$ cat config.mk
export PLATFORM = sky130hd
export DESIGN_NAME = stream_int_parser_flat
export DESIGN_NICKNAME = d
export VERILOG_FILES = /design/src/rtl/stream_int_parser_if.sv /design/src/rtl/stream_int_parser.sv /design/src/flat_wrapper.sv
export SDC_FILE = /design/constraint.sdc
export NUM_CORES = 1
export LEC_CHECK = 0
export CAP_MARGIN = 10
export CORE_MARGIN = 3
export CORE_UTILIZATION = 35
export DETAILED_ROUTE_END_ITERATION = 7
export MAX_ROUTING_LAYER = met4
export PLACE_DENSITY = 0.56
export SLEW_MARGIN = 20
export SYNTH_ARGS = -nofsm -noshare
export SYNTH_HDL_FRONTEND = slang
export SYNTH_SLANG_ARGS = --single-unit
export TNS_END_PERCENT = 10
$ cat constraint.sdc
create_clock -name clk -period 8.7 [get_ports clk]
set_input_delay 2.61 -clock clk [delete_from_list [all_inputs] [get_ports clk]]
set_output_delay 2.61 -clock clk [all_outputs]
set_load 0.02 [all_outputs]
$ cat src/rtl/stream_int_parser_if.sv
// Handshake bundle for stream_int_parser.
//   Input stream : in_data/in_valid -> parser, in_ready <- parser
//   Result stream: out_num/out_ndig/out_term/out_empty/out_err/out_valid
//                  <- parser, out_ready -> parser
// The parser takes the slave modport. A producer/consumer (or a bench)
// takes the master modport.
interface stream_int_parser_if #(
  parameter int DIGITS = 4,
  parameter int W      = 16
);
  localparam int NW = $clog2(DIGITS + 2);

  logic [7:0]    in_data;
  logic          in_valid;
  logic          in_ready;
  logic [W-1:0]  out_num;
  logic [NW-1:0] out_ndig;
  logic [7:0]    out_term;
  logic          out_empty;
  logic          out_err;
  logic          out_valid;
  logic          out_ready;

  modport slave (
    input  in_data, in_valid, out_ready,
    output in_ready, out_num, out_ndig, out_term, out_empty, out_err, out_valid
  );

  modport master (
    output in_data, in_valid, out_ready,
    input  in_ready, out_num, out_ndig, out_term, out_empty, out_err, out_valid
  );
endinterface

$ cat src/rtl/stream_int_parser.sv
// Streaming ASCII decimal field parser.
// Consumes bytes one at a time. Digits ('0'..'9') accumulate into an
// unsigned value. NUL bytes are padding and are ignored. Any other byte
// terminates the field. On termination, the value, digit count, terminator,
// empty flag and error flag are presented on the result stream. They stay
// until the consumer accepts them.
// Ports:
//   clk  - rising-edge clock
//   rst  - synchronous active-high reset
//   bus  - stream_int_parser_if.slave (byte input + result output handshakes)
// Parameters:
//   DIGITS - maximum digits accepted per field before flagging an error
//   W      - result width in bits
module stream_int_parser #(
  parameter int DIGITS = 4,
  parameter int W      = 16
) (
  input logic              clk,
  input logic              rst,
  stream_int_parser_if.slave bus
);

  localparam int NW = $clog2(DIGITS + 2);
  // Four extra bits hold acc*10+9 for any W-bit acc, so overflow is exact.
  localparam int PW = W + 4;
  localparam logic [NW-1:0] NDIG_MAX = NW'(DIGITS + 1);
  localparam logic [NW-1:0] NDIG_LIM = NW'(DIGITS);
  localparam logic [PW-1:0] TEN      = PW'(10);

  typedef enum logic [1:0] {
    IDLE = 2'd0,  // no digit seen yet in this field
    ACC  = 2'd1,  // at least one digit accumulated
    HOLD = 2'd2   // result pending on the output
  } state_e;

  state_e        state_q, state_d;
  logic [W-1:0]  acc_q, acc_d;
  logic [NW-1:0] ndig_q, ndig_d;
  logic [7:0]    term_q, term_d;
  logic          empty_q, empty_d;
  logic          err_q, err_d;

  logic          is_digit;
  logic          is_pad;
  logic          in_xfer;
  logic          out_xfer;
  logic [3:0]    dval;
  logic [PW-1:0] prod;
  logic          val_ovf;
  logic          dig_ovf;
  logic [NW-1:0] ndig_inc;

  assign is_digit = (bus.in_data >= 8'h30) && (bus.in_data <= 8'h39);
  assign is_pad   = (bus.in_data == 8'h00);
  assign dval     = bus.in_data[3:0];  // low nibble of '0'..'9' is the value
  assign in_xfer  = bus.in_valid && (state_q != HOLD);
  assign out_xfer = bus.out_ready && (state_q == HOLD);

  assign prod     = {4'b0000, acc_q} * TEN + {{(PW-4){1'b0}}, dval};
  assign val_ovf  = |prod[PW-1:W];
  // The next digit would be digit number ndig_q+1. That exceeds DIGITS once ndig_q >= DIGITS.
  assign dig_ovf  = (ndig_q >= NDIG_LIM);
  assign ndig_inc = (ndig_q == NDIG_MAX) ? ndig_q : ndig_q + NW'(1);

  always_comb begin
    // NOTE: every signal gets a default first so no path leaves it unassigned (no latches).
    state_d = state_q;
    acc_d   = acc_q;
    ndig_d  = ndig_q;
    term_d  = term_q;
    empty_d = empty_q;
    err_d   = err_q;

    unique case (state_q)
      IDLE: begin
        if (in_xfer) begin
          if (is_digit) begin
            acc_d   = W'(dval);
            ndig_d  = NW'(1);
            state_d = ACC;
          end else if (!is_pad) begin
            acc_d   = '0;
            ndig_d  = '0;
            term_d  = bus.in_data;
            empty_d = 1'b1;
            state_d = HOLD;
          end
        end
      end

      ACC: begin
        if (in_xfer) begin
          if (is_digit) begin
            ndig_d = ndig_inc;
            // Once in error, acc keeps the last in-range value. Later digits are only counted.
            if (err_q || dig_ovf || val_ovf) begin
              err_d = 1'b1;
            end else begin
              acc_d = prod[W-1:0];
            end
          end else if (!is_pad) begin
            term_d  = bus.in_data;
            empty_d = 1'b0;
            state_d = HOLD;
          end
        end
      end

      HOLD: begin
        if (out_xfer) begin
          acc_d   = '0;
          ndig_d  = '0;
          empty_d = 1'b0;
          err_d   = 1'b0;
          state_d = IDLE;
        end
      end

      default: state_d = IDLE;
    endcase
  end

  always_ff @(posedge clk) begin
    // NOTE: state registers use non-blocking assignments so all flops update together.
    if (rst) begin
      state_q <= IDLE;
      acc_q   <= '0;
      ndig_q  <= '0;
      term_q  <= 8'h00;
      empty_q <= 1'b0;
      err_q   <= 1'b0;
    end else begin
      state_q <= state_d;
      acc_q   <= acc_d;
      ndig_q  <= ndig_d;
      term_q  <= term_d;
      empty_q <= empty_d;
      err_q   <= err_d;
    end
  end

  assign bus.in_ready  = (state_q != HOLD);
  assign bus.out_valid = (state_q == HOLD);
  assign bus.out_num   = acc_q;
  assign bus.out_ndig  = ndig_q;
  assign bus.out_term  = term_q;
  assign bus.out_empty = empty_q;
  assign bus.out_err   = err_q;

endmodule

$ cat src/flat_wrapper.sv
// flat-port wrapper written by rule: the top's interface ports become plain ports
module stream_int_parser_flat 
#(
  parameter int DIGITS = 4,
  parameter int W      = 16
)
  (clk, rst, bus_in_data, bus_in_valid, bus_out_ready, bus_in_ready, bus_out_num, bus_out_ndig, bus_out_term, bus_out_empty, bus_out_err, bus_out_valid);
  stream_int_parser_if #(.DIGITS(DIGITS), .W(W)) bus_i ();
  input logic clk;
  input logic rst;
  input wire logic [$bits(bus_i.in_data)-1:0] bus_in_data;
  input wire logic [$bits(bus_i.in_valid)-1:0] bus_in_valid;
  input wire logic [$bits(bus_i.out_ready)-1:0] bus_out_ready;
  output wire logic [$bits(bus_i.in_ready)-1:0] bus_in_ready;
  output wire logic [$bits(bus_i.out_num)-1:0] bus_out_num;
  output wire logic [$bits(bus_i.out_ndig)-1:0] bus_out_ndig;
  output wire logic [$bits(bus_i.out_term)-1:0] bus_out_term;
  output wire logic [$bits(bus_i.out_empty)-1:0] bus_out_empty;
  output wire logic [$bits(bus_i.out_err)-1:0] bus_out_err;
  output wire logic [$bits(bus_i.out_valid)-1:0] bus_out_valid;
  assign bus_i.in_data = bus_in_data;
  assign bus_i.in_valid = bus_in_valid;
  assign bus_i.out_ready = bus_out_ready;
  assign bus_in_ready = bus_i.in_ready;
  assign bus_out_num = bus_i.out_num;
  assign bus_out_ndig = bus_i.out_ndig;
  assign bus_out_term = bus_i.out_term;
  assign bus_out_empty = bus_i.out_empty;
  assign bus_out_err = bus_i.out_err;
  assign bus_out_valid = bus_i.out_valid;
  stream_int_parser #(.DIGITS(DIGITS), .W(W)) u_core (.clk(clk), .rst(rst), .bus(bus_i));
endmodule
==> results of run 1 <==
-- cell usage after synthesis, types with 7 or more instances --
cell,number
inv_1,11
a31o_1,8
ha_1,37
o21ai_1,7
o21ai_0,14
nor4_1,13
clkbuf_1,9
mux2i_1,11
nand2_1,28
a22oi_1,7
a21oi_1,20
nand3_1,9
nor2_1,42
xnor2_1,13
dfxtp_1,31
nor3_1,8
-- metal layers --
layer,wire length (um),up-vias,share of wire,GRT usage
met5,0,-,0,-
li1,-,1400,-,-
met3,353,5,0.047,0.0219
met4,56,0,0.0074,0.0355
met2,3320,63,0.44,0.247
met1,3820,1242,0.51,0.250
-- layout make-up --
cell class | instances | area (sq um)
clock buffer | 6 | 72.6
sequential | 31 | 621
timing repair buffer | 43 | 428
multi-input combinational | 298 | 2110
inverter | 11 | 41.3
fill | 802 | 4400
tap | 102 | 128
-- cells by family after synthesis --
kind of cell / after synthesis / synth area share
buf+inv: 24 / 0.0366
fa+ha+maj: 39 / 0.177
compound gates: 93 / 0.225
xor+xnor: 19 / 0.0586
flops: 31 / 0.219
simple gates: 136 / 0.245
mux: 11 / 0.0388
-- through the flow --
stage	setup slack, ns	hold WS (ns)	cell area, sq um	util
6_report	2.88	0.498	3400	0.436
4_1_cts	2.88	0.506	3400	0.436
3_3_place_gp	2.72	0.477	3330	0.427
3_5_place_dp	2.60	0.487	3330	0.427
5_1_grt	2.57	0.535	3400	0.436
2_1_floorplan	3.75	0.502	2840	-
-- worst max-delay path by stage --
stage,cells after the start,start,slack (ns),endpoint
final,12,bus_in_data[2],2.88,u_core.bus.out_num[15]
after global routing,12,bus_in_data[2],2.57,u_core.bus.out_num[15]
after CTS,12,bus_in_data[2],2.88,u_core.bus.out_num[15]
after detailed placement,12,bus_in_data[2],2.60,u_core.bus.out_num[15]
after global placement,12,bus_in_data[2],2.72,u_core.bus.out_num[15]
after floorplan,12,bus_in_data[3],3.75,u_core.bus.out_num[10]
-- sequential cells by signal (all words and copies together), names as in the netlist --
signal,flops
u_core.bus.out_term,8
u_core.bus.out_ndig,3
u_core.state_q,2
u_core.bus.out_empty,1
u_core.bus.out_num,16
u_core.bus.out_err,1
-- power breakdown --
group | switching, mW | internal [mW]
Clock | 0.0512 | 0.0532
Sequential | 0.00801 | 0.153
Combinational | 0.0827 | 0.0548
Total | 0.142 | 0.261
-- cells in the final DEF (no fill, tap or decap), drive strengths merged, types with 3 or more instances in the layout --
cell type	synthesis	final
nor2	42	42
clkdlybuf4s50	0	42
ha	37	37
dfxtp	31	31
nand2	28	28
o21ai	22	22
a21oi	20	20
nor4	13	13
xnor2	13	13
inv	11	11
mux2i	11	11
nand3	9	9
nor3	8	8
a31o	8	8
a22oi	7	7
nand4	6	6
and2	6	6
xor2	6	6
clkbuf	9	6
a211oi	6	6
and3	5	5
nand3b	5	5
a31oi	5	5
nor2b	4	4
and4	3	3
a21o	3	3
o2111ai	3	3
or2	3	3
o211ai	3	3
-- critical path: stages --
cell	delay, ns
clkdlybuf4s50_1	0.56
ha_1	0.35
a21oi_1	0.08
o21ai_1	0.24
nand2_1	0.10
nor2_1	0.32
nand4bb_4	0.17
a211oi_2	0.36
mux2i_1	0.36
o21a_1	0.46
nor2_1	0.14
a41o_1	0.24
==> impl_metrics.env, run 1 <==
export IMPL_leakage_nw=1.43
export IMPL_cts_sinks=31
export IMPL_ys_ff_latch=31
export IMPL_path_class="input port to flop"
export IMPL_ir_worst_vdd_uv=76.5
export IMPL_cts_tree="yes"
export IMPL_worst_r2r_cell_count=13
export IMPL_h_tree_depth=2
export IMPL_cts_buffer_depth=2
export IMPL_io_buffers=42
export IMPL_clockRootBuffer="clkbuf_8"
export IMPL_cts_buffers=5
export IMPL_gp_congestion=0.881
export IMPL_grt_use_total=0.170
export IMPL_ff2ff_setup_slack_ns=4.43
export IMPL_clk_pin_slew_ns=0.06
export IMPL_cp_end_kind="flop"
export IMPL_drive_above_1_share=0.0334
export IMPL_cp_required_ns=8.87
export IMPL_status="completed"
export IMPL_drc_errors=0
export IMPL_layout_min_cycle_time_ns=5.82
export IMPL_cts_setup_buffers=0
export IMPL_vias=2710
export IMPL_max_cap_viol_count=0
export IMPL_syn_area_per_cell_sq_um=8.04
export IMPL_routedWlPerCell_um=15.4
export IMPL_cts_hold_buf=0
export IMPL_ys_warn_count=0
export IMPL_grt_pass1_vias=2450
export IMPL_skew_ns=0.00242
export IMPL_synth_top_cell_area_share=0.219
export IMPL_ant_nets=0
export IMPL_die_w_um=96.0
export IMPL_hold_end="u_core.bus.out_term[0]"
export IMPL_first_pass_iters=4
export IMPL_post_place_cells=485
export IMPL_r2r_end="u_core.bus.out_num[15]"
export IMPL_hold_path_cell_count=2
export IMPL_dpl_hpwl_um=5970
export IMPL_ios=43
export IMPL_postSynth_asyncResetShare=0
export IMPL_rows=32
export IMPL_finalSetupViolCount=0
export IMPL_clk_latency_ns=0.28
export IMPL_instances_no_fill=491
export IMPL_synth_nets=404
export IMPL_die_area_sq_um=9220
export IMPL_synth_edff_count=0
export IMPL_period_share=0.668
export IMPL_ctsResizeCount=0
export IMPL_maxSlewViolCount=0
export IMPL_synth_distinct_cells=55
export IMPL_initial_core_util=0.363
export IMPL_p_per_area_nw_per_um2=118
export IMPL_antenna_found_initial=0
export IMPL_min_path_type="flop to flop"
export IMPL_ys_seq_area_frac=0.219
export IMPL_coreArea_sq_um=7810
export IMPL_grt_pass1_wl_um=12200
export IMPL_routed_wl_um=7550
export IMPL_min_from="u_core.bus.out_term[0]"
export IMPL_crit_arrival_ns=5.99
export IMPL_yosys_most_used_dff="dfxtp_1"
export IMPL_relSlewSlack=0.517
export IMPL_rsz0062_at_grt="no"
export IMPL_synthToLayoutAreaGrowth_pct=19.9
export IMPL_netlist_instances=353
export IMPL_fin_tns_setup_ns=0
export IMPL_worst_pin_slew_ns=0.713
export IMPL_grt_max_degree=24
export IMPL_drtIter0Drc=127
export IMPL_hold_violations=0
export IMPL_syn_area_sq_um=2840
export IMPL_num_nets_final=441
export IMPL_routed_via_density=5.52
export IMPL_worst_setup_path_start_kind="input port"
export IMPL_synth_top_area_cell="dfxtp_1"
export IMPL_r2r_start="u_core.bus.out_num[1]"
export IMPL_grt_ovfl_total=0
export IMPL_diodes=0
export IMPL_cp_max_fo=13
export IMPL_clock_fmax_ghz=0.172
export IMPL_total_power_mw=0.402
export IMPL_fp_dieH_um=96.0
export IMPL_ys_top_cells_by_area="dfxtp_1, ha_1, nor2_1"
Power figures use the tool's default switching activity.
==> run 2: changes to the inputs <==
--- a/config.mk
+++ b/config.mk
@@ -10,7 +10,7 @@
 export CORE_UTILIZATION = 35
 export DETAILED_ROUTE_END_ITERATION = 7
 export MAX_ROUTING_LAYER = met4
-export PLACE_DENSITY = 0.56
+export PLACE_DENSITY = 0.58
 export SLEW_MARGIN = 20
 export SYNTH_ARGS = -nofsm -noshare
 export SYNTH_HDL_FRONTEND = slang
==> constraint.sdc (replaced) <==
create_clock -name clk -period 5 [get_ports clk]
set_input_delay 1.5 -clock clk [delete_from_list [all_inputs] [get_ports clk]]
set_output_delay 1.5 -clock clk [all_outputs]
set_load 0.02 [all_outputs]
==> run 2 against run 1 <==
Compared with the run above:
- via count up 1.8%
- wire length up 2.3%
- core utilization up 0.74 points
- die area unchanged
- clock skew up 0.0020 ns
- critical endpoint unchanged
- global-route usage up 0.99 points
- largest power group unchanged
- worst setup slack worse by 2.5 ns
==> impl_metrics.env, run 2 (synthesis results as in run 1) <==
export IMPL_fin_tns_setup_ns=0
export IMPL_max_cap_viol_count=0
export IMPL_first_pass_iters=4
export IMPL_cts_tree="yes"
export IMPL_routed_wl_um=7720
export IMPL_cp_slowest_cell="o21a_1"
export IMPL_hold_violations=0
export IMPL_h_tree_depth=2
export IMPL_diodes=0
export IMPL_path_class="input port to flop"
export IMPL_cp_required_ns=5.18
export IMPL_total_power_mw=0.749
export IMPL_grt_pass1_wl_um=12900
export IMPL_ios=43
export IMPL_drc_errors=0
export IMPL_worst_r2r_cell_count=13
export IMPL_fin_hold_ws_ns=0.491
export IMPL_num_nets_final=445
export IMPL_io_buffers=42
export IMPL_routed_via_density=5.55
export IMPL_ant_nets=0
export IMPL_r2r_start="u_core.bus.out_num[1]"
export IMPL_period_share=0.913
export IMPL_drive_above_1_share=0.0481
export IMPL_fp_dieH_um=96.0
export IMPL_status="completed"
export IMPL_grt_pass1_vias=2621
export IMPL_max_stage_delay_ns=0.50
export IMPL_antenna_found_initial=0
export IMPL_cts_sinks=31
export IMPL_r2r_end="u_core.bus.out_num[15]"
export IMPL_grt_ovfl_total=0
export IMPL_fill_cells=799
export IMPL_worst_setup_path_start_kind="input port"
export IMPL_cp_cell_sequence="clkdlybuf4s50_1 > ha_1 > nand2_1 > o21ai_1 > nand2_1 > nor2_1 > nand4bb_4 > a211oi_2 > mux2i_1 > o21a_1 > nor2_1 > a41o_1"
export IMPL_final_cell_mix="nor2_1, clkdlybuf4s50_1, ha_1"
export IMPL_cp_end_kind="flop"
export IMPL_synthToLayoutAreaGrowth_pct=22.0
export IMPL_min_from="u_core.bus.out_empty"
export IMPL_maxSlewViolCount=0
export IMPL_skew_ns=0.00441
export IMPL_area_sequential_sq_um=621
export IMPL_ctsResizeCount=0
export IMPL_finalSetupViolCount=0
export IMPL_clk_pin_slew_ns=0.07
export IMPL_initial_core_util=0.363
export IMPL_cts_hold_buf=0
export IMPL_rsz0062_at_grt="no"
export IMPL_clockRootBuffer="clkbuf_8"
export IMPL_drtIter0Drc=220
export IMPL_leakage_nw=1.47
export IMPL_hold_end="u_core.bus.out_empty"
export IMPL_p_per_area_nw_per_um2=217
export IMPL_hold_path_cell_count=2
export IMPL_largest_register_ffs=16
export IMPL_layout_min_cycle_time_ns=4.57
export IMPL_worst_pin_slew_ns=0.609
export IMPL_min_path_type="flop to flop"
export IMPL_crit_arrival_ns=4.75
export IMPL_die_w_um=96.0
export IMPL_gp_congestion=0.842
export IMPL_routedWlPerCell_um=15.5
export IMPL_clk_latency_ns=0.29
export IMPL_coreArea_sq_um=7810
export IMPL_cts_buffers=5
export IMPL_relSlewSlack=0.587
export IMPL_multi_input_area_sq_um=2110
export IMPL_ff2ff_setup_slack_ns=0.69
export IMPL_clock_fmax_ghz=0.219
export IMPL_cts_buffer_depth=2
export IMPL_ir_worst_vdd_uv=145
export IMPL_dpl_hpwl_um=6010
export IMPL_grt_max_degree=24
export IMPL_cts_setup_buffers=0
export IMPL_grt_use_total=0.180
export IMPL_rows=32
export IMPL_die_area_sq_um=9220
export IMPL_vias=2759
export IMPL_cp_max_fo=13
==> run 2: cell type report <==
class | count | share of cell area
timing repair buffer | 47 | 0.132
inverter | 11 | 0.0119
clock buffer | 8 | 0.0289
tap | 102 | 0.0369
multi-input combinational | 298 | 0.611
sequential | 31 | 0.179
==> run 2: power breakdown <==
part           switching [mW]  total, mW  internal, mW
sequential             0.0142      0.279         0.265
clock                  0.0965      0.222         0.126
combinational           0.148      0.248         0.100
total                   0.258      0.749         0.491
==> run 2: worst max path at each step <==
stage | slack [ns] | startpoint | to | cells after the start
after floorplan | 1.16 | bus_in_data[3] | u_core.bus.out_num[10] | 12
after global placement | 0.28 | bus_in_data[3] | u_core.bus.out_num[15] | 12
after detailed placement | 0.15 | bus_in_data[3] | u_core.bus.out_num[15] | 12
after CTS | 0.43 | bus_in_data[3] | u_core.bus.out_num[15] | 12
after global routing | 0.17 | bus_in_data[3] | u_core.bus.out_num[15] | 12
final | 0.43 | bus_in_data[3] | u_core.bus.out_num[15] | 12
==> run 2: metal layers <==
metal | wire (um) | vias to the layer above | track usage
li1 | - | 1410 | -
met4 | 41 | 0 | 0.0355
met3 | 262 | 5 | 0.0235
met5 | 0 | - | -
met2 | 3510 | 45 | 0.267
met1 | 3900 | 1299 | 0.260
==> run 2: metrics by stage <==
step	utilization	instances	worst slack, ns	instance area (sq um)
5_1_grt	0.443	497	0.168	3460
3_5_place_dp	0.430	489	0.154	3360
6_report	0.443	497	0.434	3460
4_1_cts	0.443	497	0.434	3460
2_1_floorplan	-	353	1.16	2840
3_3_place_gp	0.430	489	0.275	3360
==> run 2: critical path, delay by kind of cell <==
| kind | cells | cell delay (ns) |
|---|---|---|
| muxes | 1 | 0.37 |
| AOI/OAI and AO/OA | 4 | 1.31 |
| and+or+nand+nor | 5 | 0.77 |
| adders and majority gates | 1 | 0.37 |
| buffers and inverters | 1 | 0.43 |
==> run 3: changes to the inputs <==
--- a/config.mk
+++ b/config.mk
@@ -5,8 +5,8 @@
 export SDC_FILE = /design/constraint.sdc
 export NUM_CORES = 1
 export LEC_CHECK = 0
-export CAP_MARGIN = 10
-export CORE_MARGIN = 3
+export CAP_MARGIN = 25
+export CORE_MARGIN = 2
 export CORE_UTILIZATION = 35
 export DETAILED_ROUTE_END_ITERATION = 7
 export MAX_ROUTING_LAYER = met4
==> run 3 against run 2 <==
Compared with the run above:
- via count is 1.1% higher
- global-route usage increased by 0.21 points
- clock skew up 0.0042 ns
- sequential cell count is the same
- total power is 0.19% higher
- register-to-register slack improved by 0.12 ns
- worst setup slack improved by 0.039 ns
- cell count up 0.20%
- combinational power is essentially flat
- critical path type unchanged
- critical endpoint unchanged
- largest cell class unchanged
- highest routed layer unchanged
==> impl_metrics.env, run 3 (synthesis results as in run 1) <==
export IMPL_status="completed"
export IMPL_clk_pin_slew_ns=0.07
export IMPL_clk_latency_ns=0.28
export IMPL_drive_above_1_share=0.0505
export IMPL_min_path_type="flop to flop"
export IMPL_routedWlPerCell_um=15.5
export IMPL_routed_wl_um=7740
export IMPL_ir_worst_vdd_uv=88.7
export IMPL_clock_fmax_ghz=0.221
export IMPL_drtIter0Drc=208
export IMPL_cts_tree="yes"
export IMPL_grt_pass1_vias=2536
export IMPL_routed_via_density=5.60
export IMPL_rows=32
export IMPL_diodes=0
export IMPL_grt_ovfl_total=0
export IMPL_io_buffers=42
export IMPL_h_tree_depth=2
export IMPL_stdcell_area_sq_um=3470
export IMPL_period_share=0.905
export IMPL_cp_required_ns=5.18
export IMPL_relSlewSlack=0.562
export IMPL_ant_nets=0
export IMPL_grt_max_degree=24
export IMPL_skew_ns=0.00863
export IMPL_num_nets_final=446
export IMPL_initial_core_util=0.363
export IMPL_cts_buffer_depth=2
export IMPL_r2r_end="u_core.bus.out_num[15]"
export IMPL_place_area_sq_um=3370
export IMPL_finalSetupViolCount=0
export IMPL_die_w_um=94.0
export IMPL_hold_end="u_core.bus.out_term[7]"
export IMPL_gp_congestion=0.876
export IMPL_cts_setup_buffers=0
export IMPL_ios=43
export IMPL_rsz0062_at_grt="no"
export IMPL_hold_path_cell_count=2
export IMPL_final_cell_mix="nor2_1, clkdlybuf4s50_1, ha_1"
export IMPL_cp_max_fo=13
export IMPL_clockRootBuffer="clkbuf_8"
export IMPL_first_pass_iters=4
export IMPL_ctsResizeCount=0
export IMPL_worst_setup_path_start_kind="input port"
export IMPL_vias=2790
export IMPL_worst_pin_slew_ns=0.647
export IMPL_synthToLayoutAreaGrowth_pct=22.2
export IMPL_coreArea_sq_um=7810
export IMPL_cp_end_kind="flop"
export IMPL_cts_buffers=5
export IMPL_p_per_area_nw_per_um2=217
export IMPL_leakage_nw=1.47
export IMPL_layout_min_cycle_time_ns=4.53
export IMPL_fin_tns_setup_ns=0
export IMPL_grt_pass1_wl_um=12600
export IMPL_die_area_sq_um=8840
export IMPL_grt_use_total=0.182
export IMPL_antenna_found_initial=0
export IMPL_drc_errors=0
export IMPL_path_class="input port to flop"
export IMPL_r2r_start="u_core.bus.out_num[3]"
export IMPL_fp_dieH_um=94.0
export IMPL_worst_r2r_cell_count=13
export IMPL_ff2ff_setup_slack_ns=0.81
export IMPL_cts_hold_buf=0
export IMPL_hold_violations=0
export IMPL_dpl_hpwl_um=5980
export IMPL_cts_sinks=31
export IMPL_min_from="u_core.bus.out_term[7]"
export IMPL_maxSlewViolCount=0
export IMPL_max_cap_viol_count=0
export IMPL_crit_arrival_ns=4.70
export IMPL_largest_register_ffs=16
==> run 3: cell count changes in the layout (fill, tap and decap cells not counted), sizes merged <==
| cell | previous run | this run |
|---|---|---|
| buf | 5 | 6 |
==> run 3: worst max-delay path by stage <==
stage | depth (start not counted) | start | to
finish | 12 | bus_in_data[3] | u_core.bus.out_num[15]
CTS | 12 | bus_in_data[3] | u_core.bus.out_num[15]
detailed placement | 12 | bus_in_data[3] | u_core.bus.out_num[15]
floorplan | 12 | bus_in_data[3] | u_core.bus.out_num[10]
global route | 12 | bus_in_data[3] | u_core.bus.out_num[15]
global placement | 12 | bus_in_data[3] | u_core.bus.out_num[15]
==> run 3: area by class of cell <==
type	count	area, sq um
clock buffer	8	100
tap	102	128
sequential	31	621
fill	803	4340
inverter	11	41.3
multi-input combinational	298	2110
timing repair buffer	48	465
==> run 3: per-stage QoR <==
step | util | power (mW) | cells | hold slack, ns | setup slack [ns]
after floorplan | - | 0.440 | 353 | 0.502 | 1.16
after global placement | 0.431 | 0.531 | 490 | 0.475 | 0.283
after detailed placement | 0.431 | 0.530 | 490 | 0.491 | 0.222
after CTS | 0.444 | 0.754 | 498 | 0.505 | 0.501
after global routing | 0.444 | 0.792 | 498 | 0.525 | 0.259
final | 0.444 | 0.751 | 498 | 0.500 | 0.473
==> run 3: worst max-delay path, stage by stage <==
cell             delay (ns)
clkdlybuf4s50_1        0.43
ha_1                   0.36
nand2_1                0.07
o21ai_1                0.23
nand2_1                0.10
nor2_1                 0.30
nand4bb_4              0.16
a211oi_2               0.36
mux2i_1                0.35
o21a_1                 0.47
nor2_1                 0.13
a41o_1                 0.23
==> run 3: per-layer routing <==
metal,GRT usage,vias up,part of all wire
met1,0.263,1312,0.51
met2,0.273,66,0.44
met4,0.0350,0,0.0068
met3,0.0241,5,0.042
li1,-,1407,-
met5,-,-,0
==> run 3: power by group <==
group	switching (mW)	leakage, nW	internal (mW)
clock network	0.0978	0.0515	0.126
registers	0.0136	0.252	0.265
logic	0.148	1.17	0.101
